**src/rtl/uart_pkg.sv**
```systemverilog
// Shared definitions for the UART receive path: frame-parser state encoding and the
// default framing / timing constants.
package uart_pkg;

  typedef enum logic [2:0] {
    StIdle,
    StLen,
    StPayload,
    StChk,
    StDrain
  } state_e;

  localparam int unsigned ClksPerBit     = 1042;
  localparam int unsigned DefMaxLen      = 16;
  localparam logic [7:0]  DefSofByte     = 8'hA5;
  // Two full characters of idle line (10 bits each).
  localparam int unsigned DefTimeoutClks = ClksPerBit * 20;

endpackage

```
**src/rtl/uart_rx_frame_buf.sv**
```systemverilog
// Payload store for the frame parser: Depth x 8 register file, one synchronous write port and
// one combinational read port. Storage is not reset; only addresses below the current frame
// length are ever read.
//   clk_i     clock
//   we_i      write enable
//   waddr_i   write address
//   wdata_i   write data
//   raddr_i   read address
//   rdata_o   read data (combinational)
module uart_rx_frame_buf #(
  parameter int unsigned Depth = 16,
  parameter int unsigned AddrW = (Depth > 1) ? $clog2(Depth) : 1
) (
  input  logic             clk_i,
  input  logic             we_i,
  input  logic [AddrW-1:0] waddr_i,
  input  logic [7:0]       wdata_i,
  input  logic [AddrW-1:0] raddr_i,
  output logic [7:0]       rdata_o
);

  logic [7:0] mem_q [Depth];

  always_ff @(posedge clk_i) begin
    if (we_i) begin
      mem_q[waddr_i] <= wdata_i;
    end
  end

  assign rdata_o = mem_q[raddr_i];

endmodule

```
**src/rtl/uart_rx_frame_parser.sv**
```systemverilog
// Frame parser behind uart_rx. Assembles SOF, LEN, LEN payload bytes, CHK (XOR of LEN and
// payload), buffers verified payloads and replays them on a valid/ready byte stream.
//   i_clk, i_rst_n     clock, asynchronous active-low reset
//   i_rx_dv, i_rx_byte one-cycle byte strobe and byte from uart_rx
//   o_data, o_valid, i_ready, o_last   payload stream (o_data is 0 while o_valid is low)
//   o_frame_ok, o_err_chk, o_err_len, o_err_timeout, o_drop   one-cycle status pulses
//   o_busy             parser is not idle
module uart_rx_frame_parser
  import uart_pkg::*;
#(
  parameter int unsigned MAX_LEN      = DefMaxLen,
  parameter logic [7:0]  SOF_BYTE     = DefSofByte,
  parameter int unsigned TIMEOUT_CLKS = DefTimeoutClks
) (
  input  logic       i_clk,
  input  logic       i_rst_n,
  input  logic       i_rx_dv,
  input  logic [7:0] i_rx_byte,
  output logic [7:0] o_data,
  output logic       o_valid,
  input  logic       i_ready,
  output logic       o_last,
  output logic       o_frame_ok,
  output logic       o_err_chk,
  output logic       o_err_len,
  output logic       o_err_timeout,
  output logic       o_drop,
  output logic       o_busy
);

  localparam int unsigned GapW  = $clog2(TIMEOUT_CLKS + 1);
  localparam int unsigned AddrW = (MAX_LEN > 1) ? $clog2(MAX_LEN) : 1;
  localparam logic [7:0]      MaxLenB = 8'(MAX_LEN);
  localparam logic [GapW-1:0] GapLast = GapW'(TIMEOUT_CLKS - 1);

  state_e          state_q, state_d;
  logic [7:0]      len_q, len_d;
  logic [7:0]      chk_q, chk_d;
  logic [7:0]      wr_idx_q, wr_idx_d;
  logic [7:0]      rd_idx_q, rd_idx_d;
  logic [GapW-1:0] gap_q, gap_d;
  logic            frame_ok_q, frame_ok_d;
  logic            err_chk_q, err_chk_d;
  logic            err_len_q, err_len_d;
  logic            err_to_q, err_to_d;
  logic            drop_q, drop_d;

  logic       buf_we;
  logic [7:0] buf_rdata;
  logic       drain_last;
  logic       in_frame;

  uart_rx_frame_buf #(
    .Depth (MAX_LEN)
  ) u_buf (
    .clk_i   (i_clk),
    .we_i    (buf_we),
    .waddr_i (wr_idx_q[AddrW-1:0]),
    .wdata_i (i_rx_byte),
    .raddr_i (rd_idx_q[AddrW-1:0]),
    .rdata_o (buf_rdata)
  );

  assign drain_last = (rd_idx_q == len_q - 8'd1);
  assign in_frame   = (state_q == StLen) || (state_q == StPayload) || (state_q == StChk);

  always_comb begin
    state_d    = state_q;
    len_d      = len_q;
    chk_d      = chk_q;
    wr_idx_d   = wr_idx_q;
    rd_idx_d   = rd_idx_q;
    gap_d      = gap_q;
    buf_we     = 1'b0;
    frame_ok_d = 1'b0;
    err_chk_d  = 1'b0;
    err_len_d  = 1'b0;
    err_to_d   = 1'b0;
    drop_d     = 1'b0;

    unique case (state_q)
      StIdle: begin
        if (i_rx_dv && (i_rx_byte == SOF_BYTE)) begin
          state_d = StLen;
          gap_d   = '0;
        end
      end
      StLen: begin
        if (i_rx_dv) begin
          gap_d = '0;
          if ((i_rx_byte == 8'd0) || (i_rx_byte > MaxLenB)) begin
            err_len_d = 1'b1;
            state_d   = StIdle;
          end else begin
            len_d    = i_rx_byte;
            chk_d    = i_rx_byte;
            wr_idx_d = '0;
            state_d  = StPayload;
          end
        end
      end
      StPayload: begin
        if (i_rx_dv) begin
          gap_d    = '0;
          buf_we   = 1'b1;
          chk_d    = chk_q ^ i_rx_byte;
          wr_idx_d = wr_idx_q + 8'd1;
          if (wr_idx_q == len_q - 8'd1) begin
            state_d = StChk;
          end
        end
      end
      StChk: begin
        if (i_rx_dv) begin
          gap_d = '0;
          if (i_rx_byte == chk_q) begin
            state_d    = StDrain;
            rd_idx_d   = '0;
            frame_ok_d = 1'b1;
          end else begin
            err_chk_d = 1'b1;
            state_d   = StIdle;
          end
        end
      end
      StDrain: begin
        // Nothing is received while draining; SOF included.
        if (i_rx_dv) begin
          drop_d = 1'b1;
        end
        if (i_ready) begin
          if (drain_last) begin
            state_d = StIdle;
          end else begin
            rd_idx_d = rd_idx_q + 8'd1;
          end
        end
      end
      default: state_d = StIdle;
    endcase

    // Inter-byte gap timer. A byte landing in the limit cycle wins over the timeout.
    if (in_frame && !i_rx_dv) begin
      if (gap_q == GapLast) begin
        err_to_d = 1'b1;
        state_d  = StIdle;
      end else begin
        gap_d = gap_q + GapW'(1);
      end
    end
  end

  always_ff @(posedge i_clk or negedge i_rst_n) begin
    if (!i_rst_n) begin
      state_q    <= StIdle;
      len_q      <= '0;
      chk_q      <= '0;
      wr_idx_q   <= '0;
      rd_idx_q   <= '0;
      gap_q      <= '0;
      frame_ok_q <= 1'b0;
      err_chk_q  <= 1'b0;
      err_len_q  <= 1'b0;
      err_to_q   <= 1'b0;
      drop_q     <= 1'b0;
    end else begin
      state_q    <= state_d;
      len_q      <= len_d;
      chk_q      <= chk_d;
      wr_idx_q   <= wr_idx_d;
      rd_idx_q   <= rd_idx_d;
      gap_q      <= gap_d;
      frame_ok_q <= frame_ok_d;
      err_chk_q  <= err_chk_d;
      err_len_q  <= err_len_d;
      err_to_q   <= err_to_d;
      drop_q     <= drop_d;
    end
  end

  assign o_valid       = (state_q == StDrain);
  assign o_data        = o_valid ? buf_rdata : 8'h00;
  assign o_last        = o_valid && drain_last;
  assign o_busy        = (state_q != StIdle);
  assign o_frame_ok    = frame_ok_q;
  assign o_err_chk     = err_chk_q;
  assign o_err_len     = err_len_q;
  assign o_err_timeout = err_to_q;
  assign o_drop        = drop_q;

endmodule
```
**config.mk**
```make
export PLATFORM = sky130hd
export DESIGN_NAME = uart_rx_frame_parser
export DESIGN_NICKNAME = d
export VERILOG_FILES = /design/src/rtl/uart_pkg.sv /design/src/rtl/uart_rx_frame_buf.sv /design/src/rtl/uart_rx_frame_parser.sv
export SDC_FILE = /design/constraint.sdc
export NUM_CORES = 1
export LEC_CHECK = 0
export CORE_ASPECT_RATIO = 2
export CORE_MARGIN = 8
export CORE_UTILIZATION = 55
export CTS_CLUSTER_SIZE = 20
export DETAILED_ROUTE_END_ITERATION = 12
export PLACE_DENSITY = 0.73
export SETUP_SLACK_MARGIN = 0.3
export SYNTH_ARGS = -nofsm -noshare
export SYNTH_HDL_FRONTEND = slang
export SYNTH_HIERARCHICAL = 1
export SYNTH_SLANG_ARGS = --single-unit
```
**constraint.sdc**
```tcl
create_clock -name i_clk -period 3.1 [get_ports i_clk]
set_input_delay 0.775 -clock i_clk [delete_from_list [all_inputs] [get_ports i_clk]]
set_output_delay 0.775 -clock i_clk [all_outputs]
set_load 0.05 [all_outputs]
```
Word level (Yosys, flattened, before mapping)
Memory sizes are Yosys's and may differ from the RTL's.
Cells that the tools add are included.
{ "word_totals": {"regBits": 55, "inputBits": 12, "mem_bits_rw": 128, "wordCells": 98, "n_memories": 1} }
{ "mem_list": {"columns": ["name", "words", "word_bits", "read_ports", "rd_ports_with_merged_regs", "write_ports", "line", "text"], "rows": [
  ["u_buf.mem_q", 16, 8, 1, 0, 1, "uart_rx_frame_buf.sv:22", "logic [7:0] mem_q [Depth];"]
]} }
{ "classes": {"addsub": 4, "mux": 47, "eq_ne": 16, "bitwise": 2, "n_reduce_logical": 16, "n_lt_le_gt_ge": 1} }
{ "op_table": {"columns": ["operator", "count"], "rows": [
  ["2-to-1 mux 8 bit", 11],
  ["2-to-1 mux 15 bit", 4],
  ["case mux 8 bit (2 select lines)", 3],
  ["2-to-1 mux 3 bit", 10],
  ["case mux 15 bit (2 select lines)", 1],
  ["equality test 8 bit", 3],
  ["adder 8 x 1 -> 8 bit (second input constant)", 2],
  ["2-to-1 mux 1 bit", 16],
  ["adder 15 x 1 -> 15 bit (second input constant)", 1],
  ["equality test 15 bit (second input constant)", 1],
  ["case mux 3 bit (5 select lines)", 1],
  ["inequality test 2 bit (second input constant)", 5],
  ["equality test 8 bit (second input constant)", 1],
  ["greater-than comparator 8 x 5 -> 1 bit (second input constant)", 1],
  ["logical NOT 8 bit", 1],
  ["subtractor 8 x 1 -> 8 bit (second input constant)", 1],
  ["XOR 8 bit", 1],
  ["equality test 3 x 2 -> 1 bit (second input constant)", 2],
  ["AND reduction 5 bit", 1],
  ["inequality test 2 x 1 -> 1 bit (second input constant)", 2],
  ["AND reduction 4 bit", 1],
  ["nonzero test 2 bit", 2],
  ["equality test 3 x 1 -> 1 bit (second input constant)", 1],
  ["equality test 3 bit (second input constant)", 1],
  ["9 further kinds", 13]
]} }

Logic depth before layout (Yosys ltp)
Gate-level depths: netlist of run 1.
{ "logic_depth": {"depth_word": 7, "depth_mapped": 9, "mapped_depth_nobuf": 8} }

Modules after synthesis
Netlist of run 1, hierarchy kept.
{ "by_module_without_submodules": {"columns": ["mod", "instances", "area_per_inst_um2", "cells_per_inst"], "rows": [
  ["uart_rx_frame_buf", 1, 4987.3, 221],
  ["uart_rx_frame_parser", 1, 3273.1, 357]
]} }

Worst setup path after synthesis of run 1
OpenSTA, ideal clock, no wires.
{ "synth_path": {"kind": "flip-flop to output port", "from": "reg len_q[0]", "to": "out o_last", "arrival_ns": 2.959, "stages_incl_launch_ff": 8, "required_ns": 2.325, "setup_slack_ns": -0.634, "path_buffers": 0, "cell_sequence": "dfrtp_1 -> inv_1 -> ha_1 -> or3b_1 -> xnor2_1 -> nand4_1 -> or4b_1 -> a2111oi_2"} }
{ "synth_between": {"elab_chain_len": 3} }
{ "synth_lines": {"columns": ["element", "line", "text"], "rows": [
  ["start, declared", "uart_rx_frame_parser.sv:37", "logic [7:0] len_q, len_d;"],
  ["start signal, assigned", "uart_rx_frame_parser.sv:168", "len_q <= len_d;"],
  ["subtractor 8 x 1 -> 8 bit", "uart_rx_frame_parser.sv:64", "assign drain_last = (rd_idx_q == len_q - 8'd1);"],
  ["equality test 8 bit", "uart_rx_frame_parser.sv:64", null],
  ["logical AND 1 bit", "uart_rx_frame_parser.sv:183", "assign o_last = o_valid && drain_last;"],
  ["end, declared", "uart_rx_frame_parser.sv:22", "output logic o_last,"]
]} }
No other way between the ends.

Final worst setup path of run 1
Same ends and word-level chain as after synthesis.

==> metrics, run 1 <==
status=finished with violations; violated checks=negative setup slack; 1st-iter DRT viols=between 300 and 400; Max Clock Skew=0.01004 ns; peak supply drop=about 0.0004 V; drt first pass iters=6; Routed Antenna Nets=0; Worst-Margin Slew=roughly 0.59 ns; Worst setup EP type=output pin; worst path cell trace=inv_2, ha_4, or3b_4, xnor2_2, nand4_1, or4b_4, a2111oi_4, buf_12; IO Port Bufs=27; internal power=4.829 mW; crit path max-delay cell type=or4b_4; core area=between 10000 and 15000 um^2; Synth cell types=60; fin nets=708; CTS buffer count=17; max incr delay on CP=~0.52 ns; Yosys reg bits=about 180; worst-path fanout max=4; Arrival @ worst endpoint=2.78 ns; ys flop type=edfxtp_1; f_max=around 280 MHz; Worst-Skew Late Latency=between 0.4 and 0.5 ns; post-DP HPWL=13970 um; Worst R2R End=rd_idx_q[5]$_DFFE_PN0P_; data required time of the worst path=2.32 ns; layout cell share with drive strength beyond 1=roughly 29%; width of the die=102.7 um; commonest non-fill, non-tap cell in the layout=edfxtp_1; asr flop ratio synth=30.05%; max cap viols=0; area grow syn2layout=23.78%; Worst-path clk slew=0.07 ns; Lkg Pwr=3.772 nW; root buf cell=clkbuf_16; CTS Hold Buffers Added=0; Buf+Inv Stages, Crit Path=2; initial antenna violation count=0; part of the power in the clock network=30.8%; delay-heaviest family, CP=simple AND/OR/NAND/NOR gates; placed cell count=between 800 and 900; Fin Hold WS=0.3233 ns; largest net degree at the start of global routing=36; startpoint types=register; pwr dens=676.5 nW/um^2; worst flop-to-flop path startpoint=len_q[0]$_DFFE_PN0P_; Post-synth EDFFs=128; Final period util=114.7%; Avg Cell Area, Syn=14.29 um^2; Diodes inserted=0; most frequent cells in the layout=128 x edfxtp_1, 78 x buf_4, 59 x nand2_1, 54 x dfrtp_1, 30 x nor2_1; Sw Pwr=roughly 2.1 mW; Reg power frac=39.2%; Rows=63; worst reg2reg path depth=8; clock sink count=183; fin util=a little over two thirds; H-tree levels=4; sequential fraction of the synthesis area=63.19%; Cell Area, Synth=just over 8000 um^2; first-pass GRT wire length=~32000 um; sw frac=slightly above 30%; Starting Density=56.04%; routed wire length=21140 um; Tot Pwr=between 6 and 7 mW; GR Overflow Total=0; pre-CTS setup slack=-0.09862 ns; Max Slew Vio Count=0; FF-to-FF setup slack=approximately 0.50 ns; Max clock buf depth=2; GP Congestion=0.9076; fill count=983; combinational fraction of design power=29.9%; critical path class=reg2out; top-level port count=28; # DRC=0; RSZ-0062 raised after global routing=true; worst min path class=in2async; vias in the first global route=5817; CTS tree=yes; DR vias=5480; Post-Synthesis Cells=578; Die Ht=189.3 um; setup ws final=-0.4551 ns; final setup fails=9; Avg WL per Cell=23.49 um; Tot GR Track Use=22.91%; worst rel slew slack=about three fifths; yosys synthesis warning count=6; syn_nets=594; die area=around 19000 um^2; routed vias/inst=6.089; final hold viol count=0; Non-Filler Instances=900; Final min period=3.555 ns
==> cell usage after synthesis, types with 3 or more instances <==
| library cell | n | area, um^2 |
|---|---|---|
| clkdlybuf4s25_2 | 3 | 30.03 |
| nor3_1 | 17 | 85.08 |
| o31ai_1 | 4 | 30.03 |
| inv_1 | 6 | 22.52 |
| o21ai_1 | 12 | 60.06 |
| xnor2_1 | 19 | 166.4 |
| mux4_1 | 14 | 367.9 |
| xor2_1 | 26 | 227.7 |
| ha_1 | 4 | 50.05 |
| mux4_2 | 18 | 405.4 |
| nor2_1 | 31 | 116.4 |
| o211ai_1 | 4 | 30.03 |
| buf_6 | 5 | 56.30 |
| edfxtp_1 | 128 | 3844 |
| a21oi_1 | 11 | 55.05 |
| clkbuf_1 | 11 | 41.29 |
| a22oi_1 | 16 | 120.1 |
| dfrtp_1 | 55 | 1376 |
| nand4_1 | 12 | 75.07 |
| o21ai_0 | 8 | 40.04 |
| and2_1 | 10 | 62.56 |
| nor2b_1 | 7 | 43.79 |
| or3_1 | 5 | 31.28 |
| nand2_1 | 60 | 225.2 |
| buf_2 | 3 | 15.01 |
| nor4_1 | 8 | 50.05 |
| nand2b_1 | 8 | 50.05 |
| nand3_1 | 20 | 100.1 |
| nand3b_1 | 3 | 22.52 |
| and3_1 | 11 | 68.82 |
==> registers in the layout, summed over array words and instances (netlist names) <==
register       cells
gap_q             15
o_err_len          1
len_q              8
o_err_timeout      1
o_frame_ok         1
wr_idx_q           8
rd_idx_q           8
o_err_chk          1
chk_q              8
o_drop             1
state_q            3
u_buf/mem_q      128
==> power groups by stage <==
stage	Combinational, mW	Clock (mW)	Sequential (mW)
floorplan	1.02	0	2.77
global placement	1.45	0	2.76
detailed placement	1.47	0	2.76
CTS	1.95	2.16	2.71
global route	2.17	2.25	2.72
finish	2.07	2.13	2.71
==> layer usage <==
metal / wire length [um] / vias to the layer above / global-route usage, %
met2: 12100 / 218 / 41.83
met1: 6757 / 2758 / 21.00
li1: - / 2434 / -
met3: 839 / 70 / 3.937
met4: 1452 / 0 / 18.50
met5: 0 / - / 0
==> cell families (layout without fill, tap and decap cells) <==
kind of cell / Yosys count / in the layout / synth area share (%)
and+or+nand+nor: 214 / 214 / 13.83
DFF: 183 / 183 / 63.19
AOI/OAI and AO/OA: 66 / 66 / 5.302
xor gates and xnor gates: 47 / 47 / 5.332
muxes: 34 / 34 / 9.603
buffers and inverters: 30 / 157 / 2.136
adders and majority gates: 4 / 4 / 0.6059
==> how the worst max path moves through the flow <==
stage                               from  depth (start not counted)                      end  slack (ns)
floorplan           len_q[0]$_DFFE_PN0P_                          7                   o_last       -0.21
global placement            i_rx_byte[3]                          9  rd_idx_q[6]$_DFFE_PN0P_       -0.11
detailed placement          i_rx_byte[3]                          9  rd_idx_q[6]$_DFFE_PN0P_        -0.1
CTS                 len_q[0]$_DFFE_PN0P_                          6                   o_last       -0.47
global route        len_q[0]$_DFFE_PN0P_                          8                   o_last       -0.57
finish              len_q[0]$_DFFE_PN0P_                          8                   o_last       -0.46
==> per-stage QoR <==
step | setup TNS (ns) | area, um^2
global placement | -0.1896 | 9250
CTS | -0.5914 | 10130
global route | -1.354 | 10220
finish | -0.6336 | 10220
detailed placement | -0.1914 | 9250
floorplan | -0.2110 | 8292
==> repair_timing <==
action	CTS	global route
setup endpoints to repair	10	21
gates resized for setup	46	20
pin swaps	10	5
buffers inserted	7	2
hold endpoints to repair	0	0
cloned	4	0
==> layout make-up <==
class / count / area, um^2 / area share (%)
inverter: 7 / 26.28 / 0.2570
clock buffer: 17 / 425.4 / 4.161
multi-input combinational: 365 / 3005 / 29.39
tap: 195 / 244.0 / 2.386
sequential: 183 / 5221 / 51.06
clock inverter: 15 / 163.9 / 1.603
timing repair buffer: 118 / 1139 / 11.14
(Power assumes the default switching activity.)
==> run 2, diff against run 1 <==
- CORE_ASPECT_RATIO: 2 -> 1.1
- clock period: 3.1 -> 3.9 ns (I/O delays scaled with it)
==> run 2 against run 1 <==
The run now ends clean. Combinational power is 44% lower. Design area is 5.7% lower. Via count is 6.5% lower. Final cell count is 4.4% lower. Highest routed layer unchanged. Count of clock-buffer cells in the layout is 1 higher. Routed wire length is 13% lower. Sequential share of layout area is 3.1 points higher. Core utilization is 4.6 points lower. Critical endpoint unchanged.
==> metrics, run 2 (synthesis results as in run 1) <==
Lkg Pwr=3.549 nW; die area=19200 um^2; worst path cell trace=inv_1, ha_2, or3b_4, xnor2_2, nand4_1, or4b_4, a2111oi_4, buf_12; H-tree levels=4; f_max=261.5 MHz; most frequent cells in the layout=128 x edfxtp_1, 60 x nand2_1, 56 x buf_4, 53 x dfrtp_1, 31 x nor2_1; setup ws final=~0.076 ns; CTS tree=yes; DR vias=between 5000 and 6000; fin nets=667; Final min period=3.824 ns; largest net degree at the start of global routing=45; Final period util=98.04%; Worst-Skew Late Latency=0.42 ns; clock sink count=183; commonest non-fill, non-tap cell in the layout=edfxtp_1; vias in the first global route=approximately 5300; largest reg by FF count=u_buf/mem_q; core area=14880 um^2; Rows=47; Arrival @ worst endpoint=2.85 ns; worst min path class=reg2reg; Worst-path clk slew=~0.060 ns; routed wire length=18420 um; worst hold start=gap_q[10]$_DFF_PN0_; Worst-Margin Slew=approximately 1.0 ns; Routed Antenna Nets=0; worst flop-to-flop path startpoint=len_q[0]$_DFFE_PN0P_; routed vias/inst=5.956; max cap viols=0; area grow syn2layout=16.68%; top-level port count=28; Hold EP=gap_q[10]$_DFF_PN0_; Worst R2R End=rd_idx_q[7]$_DFFE_PN0P_; crit path max-delay cell type=or4b_4; Worst setup EP type=output pin; peak supply drop=0.0002329 V; fill count=around 1100; Tot Pwr=a little over 5 mW; Max clock buf depth=2; CTS Hold Buffers Added=0; Hold Crit Depth=1; Diodes inserted=0; Fin Hold WS=0.5122 ns; GR Overflow Total=0; final setup fails=0; CTS buffer count=17; status=finished, final reports clean; final hold viol count=0; initial antenna violation count=0; FF+latch area=5223 um^2; Starting Density=55.52%; pre-CTS setup slack=0.3561 ns; width of the die=~130 um; # DRC=0; Max Slew Vio Count=0; startpoint types=register; GP Congestion=0.8333; setup_tns=0 ns; post-DP HPWL=roughly 13000 um; critical path class=reg2out; worst-path fanout max=4; max incr delay on CP=0.51 ns; root buf cell=clkbuf_16; Avg WL per Cell=21.41 um; Regs by FF count=u_buf/mem_q: 128 flops, gap_q: 15 flops; max reg flops=128; worst reg2reg path depth=9; pwr dens=roughly 520 nW/um^2; area of the multi-input gates=2899 um^2; Tot GR Track Use=20.33%; Die Ht=between 100 and 150 um; Max Clock Skew=0.006245 ns; layout cell share with drive strength beyond 1=18.52%; data required time of the worst path=approximately 3 ns; fin util=64.78%; first-pass GRT wire length=29490 um; FF-to-FF setup slack=1.00 ns; 1st-iter DRT viols=410; IO Port Bufs=27; RSZ-0062 raised after global routing=true; drt first pass iters=5; worst rel slew slack=31.02%
run 2: cell count changes in the layout (fill, tap and decap cells not counted), sizes merged:
cell           before  now
buf               102   60
clkdlybuf4s50      14   17
inv                13   10
bufinv              1    3
clkbuf             17   18
clkinv              5    6
clkinvlp            3    2
dlygate4sd2         1    0
dlymetal6s2s        1    0
run 2: area by class of cell:
type,count,share of cell area [%]
repair buffers,77,6.660
clock buffers,18,4.453
multi-input cells,365,30.08
well taps,196,2.544
flip-flops and latches,183,54.19
clock inverters,14,1.804
inverters,7,0.2726
run 2: power breakdown:
group / leakage [nW] / internal [mW] / switching, mW
logic: 1.37 / 0.491 / 0.666
clock network: 0.290 / 1.01 / 0.724
registers: 1.89 / 2.11 / 0.0300
total: 3.55 / 3.62 / 1.42
run 2: repair_timing:
action,4_1_cts,5_1_grt
endpoints found under the setup margin,1,4
gates resized for setup,6,3
setup buffers,6,0
pin swaps,2,1
run 2: how the worst max path moves through the flow:
stage / start / endpoint / slack (ns) / cells past startpoint
after CTS: len_q[0]$_DFFE_PN0P_ / o_last / -0.05 / 6
after detailed placement: i_rx_byte[3] / rd_idx_q[6]$_DFFE_PN0P_ / 0.36 / 9
final: len_q[0]$_DFFE_PN0P_ / o_last / 0.08 / 8
after floorplan: len_q[0]$_DFFE_PN0P_ / o_last / 0.33 / 7
after global routing: len_q[0]$_DFFE_PN0P_ / o_last / -0.04 / 8
after global placement: len_q[0]$_DFFE_PN0P_ / o_last / 0.38 / 8
run 2: stage by stage:
| stage | area, um^2 | instances |
|---|---|---|
| 2_1_floorplan | 8273 | 578 |
| 3_3_place_gp | 8955 | 822 |
| 3_5_place_dp | 8955 | 822 |
| 4_1_cts | 9627 | 860 |
| 5_1_grt | 9638 | 860 |
| 6_report | 9638 | 860 |
run 2: worst max-delay path, delay by kind of cell (launching register included):
family                     cells  cell delay (ns)
and+or+nand+nor                3             1.04
DFF                            1             0.41
AOI/OAI and AO/OA              1             0.32
buffers and inverters          2             0.27
adders and majority gates      1             0.21
xor gates and xnor gates       1             0.17
run 2: routing by layer:
metal  GRT usage [%]  vias to the layer above  routed length, um
li1                -                     2361                  -
met1           23.97                     2600               7505
met2           35.38                      128               9724
met3           3.718                       33                691
met4           9.928                        0                494
met5               0                        -                  0
==> run 3, diff against run 2 <==
- ABC_CLOCK_PERIOD_IN_PS: default -> 3900
- CELL_PAD_IN_SITES_DETAIL_PLACEMENT: default -> 0
- CELL_PAD_IN_SITES_GLOBAL_PLACEMENT: default -> 1
- CORE_UTILIZATION: 55 -> 52
- PLACE_DENSITY: 0.73 -> default
- PLACE_DENSITY_LB_ADDON: default -> 0.1
==> run 3 against run 2 <==
Worst hold slack worse by 0.0014 ns. Critical path type unchanged. Non-clock buffer count decreased by 1. Sequential share of layout area down 0.18 points. Register-to-register slack better by 0.02 ns. Clock skew grew 0.0027 ns. Count of clock-buffer cells in the layout is 1 higher. Core utilization fell by 2.9 points. Power up 0.35%. Maximum frequency is 0.91% higher. Setup slack improved by 0.035 ns.
==> metrics, run 3 (synthesis results as in run 1) <==
CTS buffer count=17; data required time of the worst path=2.92 ns; fin util=61.92%; Buf+Inv Stages, Crit Path=1; f_max=263.9 MHz; core area=15620 um^2; placed cell areas=8942 um^2; # DRC=0; H-tree levels=4; area grow syn2layout=17.06%; Worst setup EP type=output pin; routed wire length=between 15000 and 20000 um; vias in the first global route=5203; Die Ht=148.2 um; max incr delay on CP=about 0.54 ns; peak supply drop=0.0002452 V; CTS tree=yes; Worst-path clk slew=0.06 ns; pwr dens=523.0 nW/um^2; worst path cell trace=or4_4, nor4_4, xnor3_1, or4b_4, a2111oi_4, buf_12; fill count=1207; Max Clock Skew=0.008897 ns; Max clock buf depth=2; status=finished, final reports clean; width of the die=136.2 um; root buf cell=clkbuf_16; post-route cell area=9669 um^2; final hold viol count=0; Starting Density=52.90%; Routed Antenna Nets=0; layout cell share with drive strength beyond 1=approximately 18%; final setup fails=0; worst-path fanout max=7; clock sink count=183; Tot Pwr=~5.1 mW; initial antenna violation count=0; routed vias/inst=5.895; Avg WL per Cell=21.37 um; drt first pass iters=5; post-DP HPWL=12360 um; Arrival @ worst endpoint=2.81 ns; Max Slew Vio Count=0; Regs by FF count=u_buf/mem_q: 128 flops, gap_q: 15 flops; DR vias=5093; Final period util=between 90% and 100%; commonest non-fill, non-tap cell in the layout=edfxtp_1; GR Overflow Total=0; RSZ-0062 raised after global routing=true; 1st-iter DRT viols=between 300 and 400; crit path max-delay cell type=or4_4; die area=~20000 um^2; Tot GR Track Use=19.38%; FF+latch area=5223 um^2; fin nets=666; worst rel slew slack=around 28%; most frequent cells in the layout=128 x edfxtp_1, 60 x nand2_1, 54 x buf_4, 53 x dfrtp_1, 31 x nor2_1; GP Congestion=0.8565; largest net degree at the start of global routing=48; FF-to-FF setup slack=1.02 ns; Final min period=3.789 ns; IO Port Bufs=27; area of the multi-input gates=2914 um^2; worst min path class=reg2reg; Lkg Pwr=3.539 nW; critical path class=reg2out; top-level port count=28; delay-heaviest family, CP=simple AND/OR/NAND/NOR gates; first-pass GRT wire length=29240 um; Rows=48; max cap viols=0; largest reg by FF count=u_buf/mem_q; startpoint types=register; max reg flops=128; Worst-Skew Late Latency=0.42 ns; Worst-Margin Slew=approximately 1.1 ns
-- run 3: changes by cell type in the layout (fill, tap and decap cells not counted), moves of 2 or more --
cell / before / now
clkinv_1: 1 / 4
buf_12: 1 / 3
inv_1: 6 / 4
inv_2: 1 / 3
buf_4: 56 / 54
-- run 3: report_power, final --
group | internal (mW) | switching (mW) | total, mW
registers | 2.11 | 0.0465 | 2.16
clock network | 1.00 | 0.702 | 1.71
logic | 0.530 | 0.662 | 1.19
-- run 3: final timing paths --
check                                          endpoint  cells after the start            startpoint
min in group asynchronous            gap_q[9]$_DFF_PN0_                      1               i_rst_n
worst min-delay path                gap_q[13]$_DFF_PN0_                      1   gap_q[13]$_DFF_PN0_
worst min register to register      gap_q[13]$_DFF_PN0_                      1   gap_q[13]$_DFF_PN0_
worst max register to register  rd_idx_q[4]$_DFFE_PN0P_                      9  len_q[0]$_DFFE_PN0P_
max in group asynchronous          chk_q[7]$_DFFE_PN0P_                      2               i_rst_n
worst max-delay path                             o_last                      6  len_q[2]$_DFFE_PN0P_
-- run 3: cell type report --
class	count	area share (%)
sequential	183	54.01
clock buffer	19	4.477
tap	200	2.588
timing repair buffer	76	6.910
clock inverter	13	1.579
multi-input combinational	365	30.14
antenna	1	0.02588
inverter	7	0.2717
-- run 3: per-stage QoR --
stage / worst slack [ns] / setup TNS (ns) / instances / hold slack, ns
floorplan: 0.3342 / 0 / 578 / 0.4664
global placement: 0.3832 / 0 / 822 / 0.4874
detailed placement: 0.3044 / 0 / 822 / 0.4916
CTS: -0.06182 / -0.06182 / 861 / 0.5069
global route: -0.008787 / -0.008787 / 863 / 0.5262
finish: 0.1110 / 0 / 864 / 0.5108
-- run 3: routing by layer --
metal | GRT usage (%) | wire length, um | vias to the layer above | part of all wire [%]
met4 | 7.642 | 458 | 0 | 2.5
met5 | 0 | 0 | - | 0
met2 | 31.96 | 9357 | 137 | 51
met3 | 3.981 | 885 | 30 | 4.8
met1 | 24.57 | 7762 | 2559 | 42
li1 | - | - | 2367 | -
-- run 3: what timing repair did --
item | 4_1_cts | 5_1_grt
gates cloned | 1 | 0
hold buffers | 0 | 0
gates resized for setup | 8 | 3
endpoints found under the setup margin | 4 | 6
pin swaps | 3 | 1
buffers inserted | 6 | 2
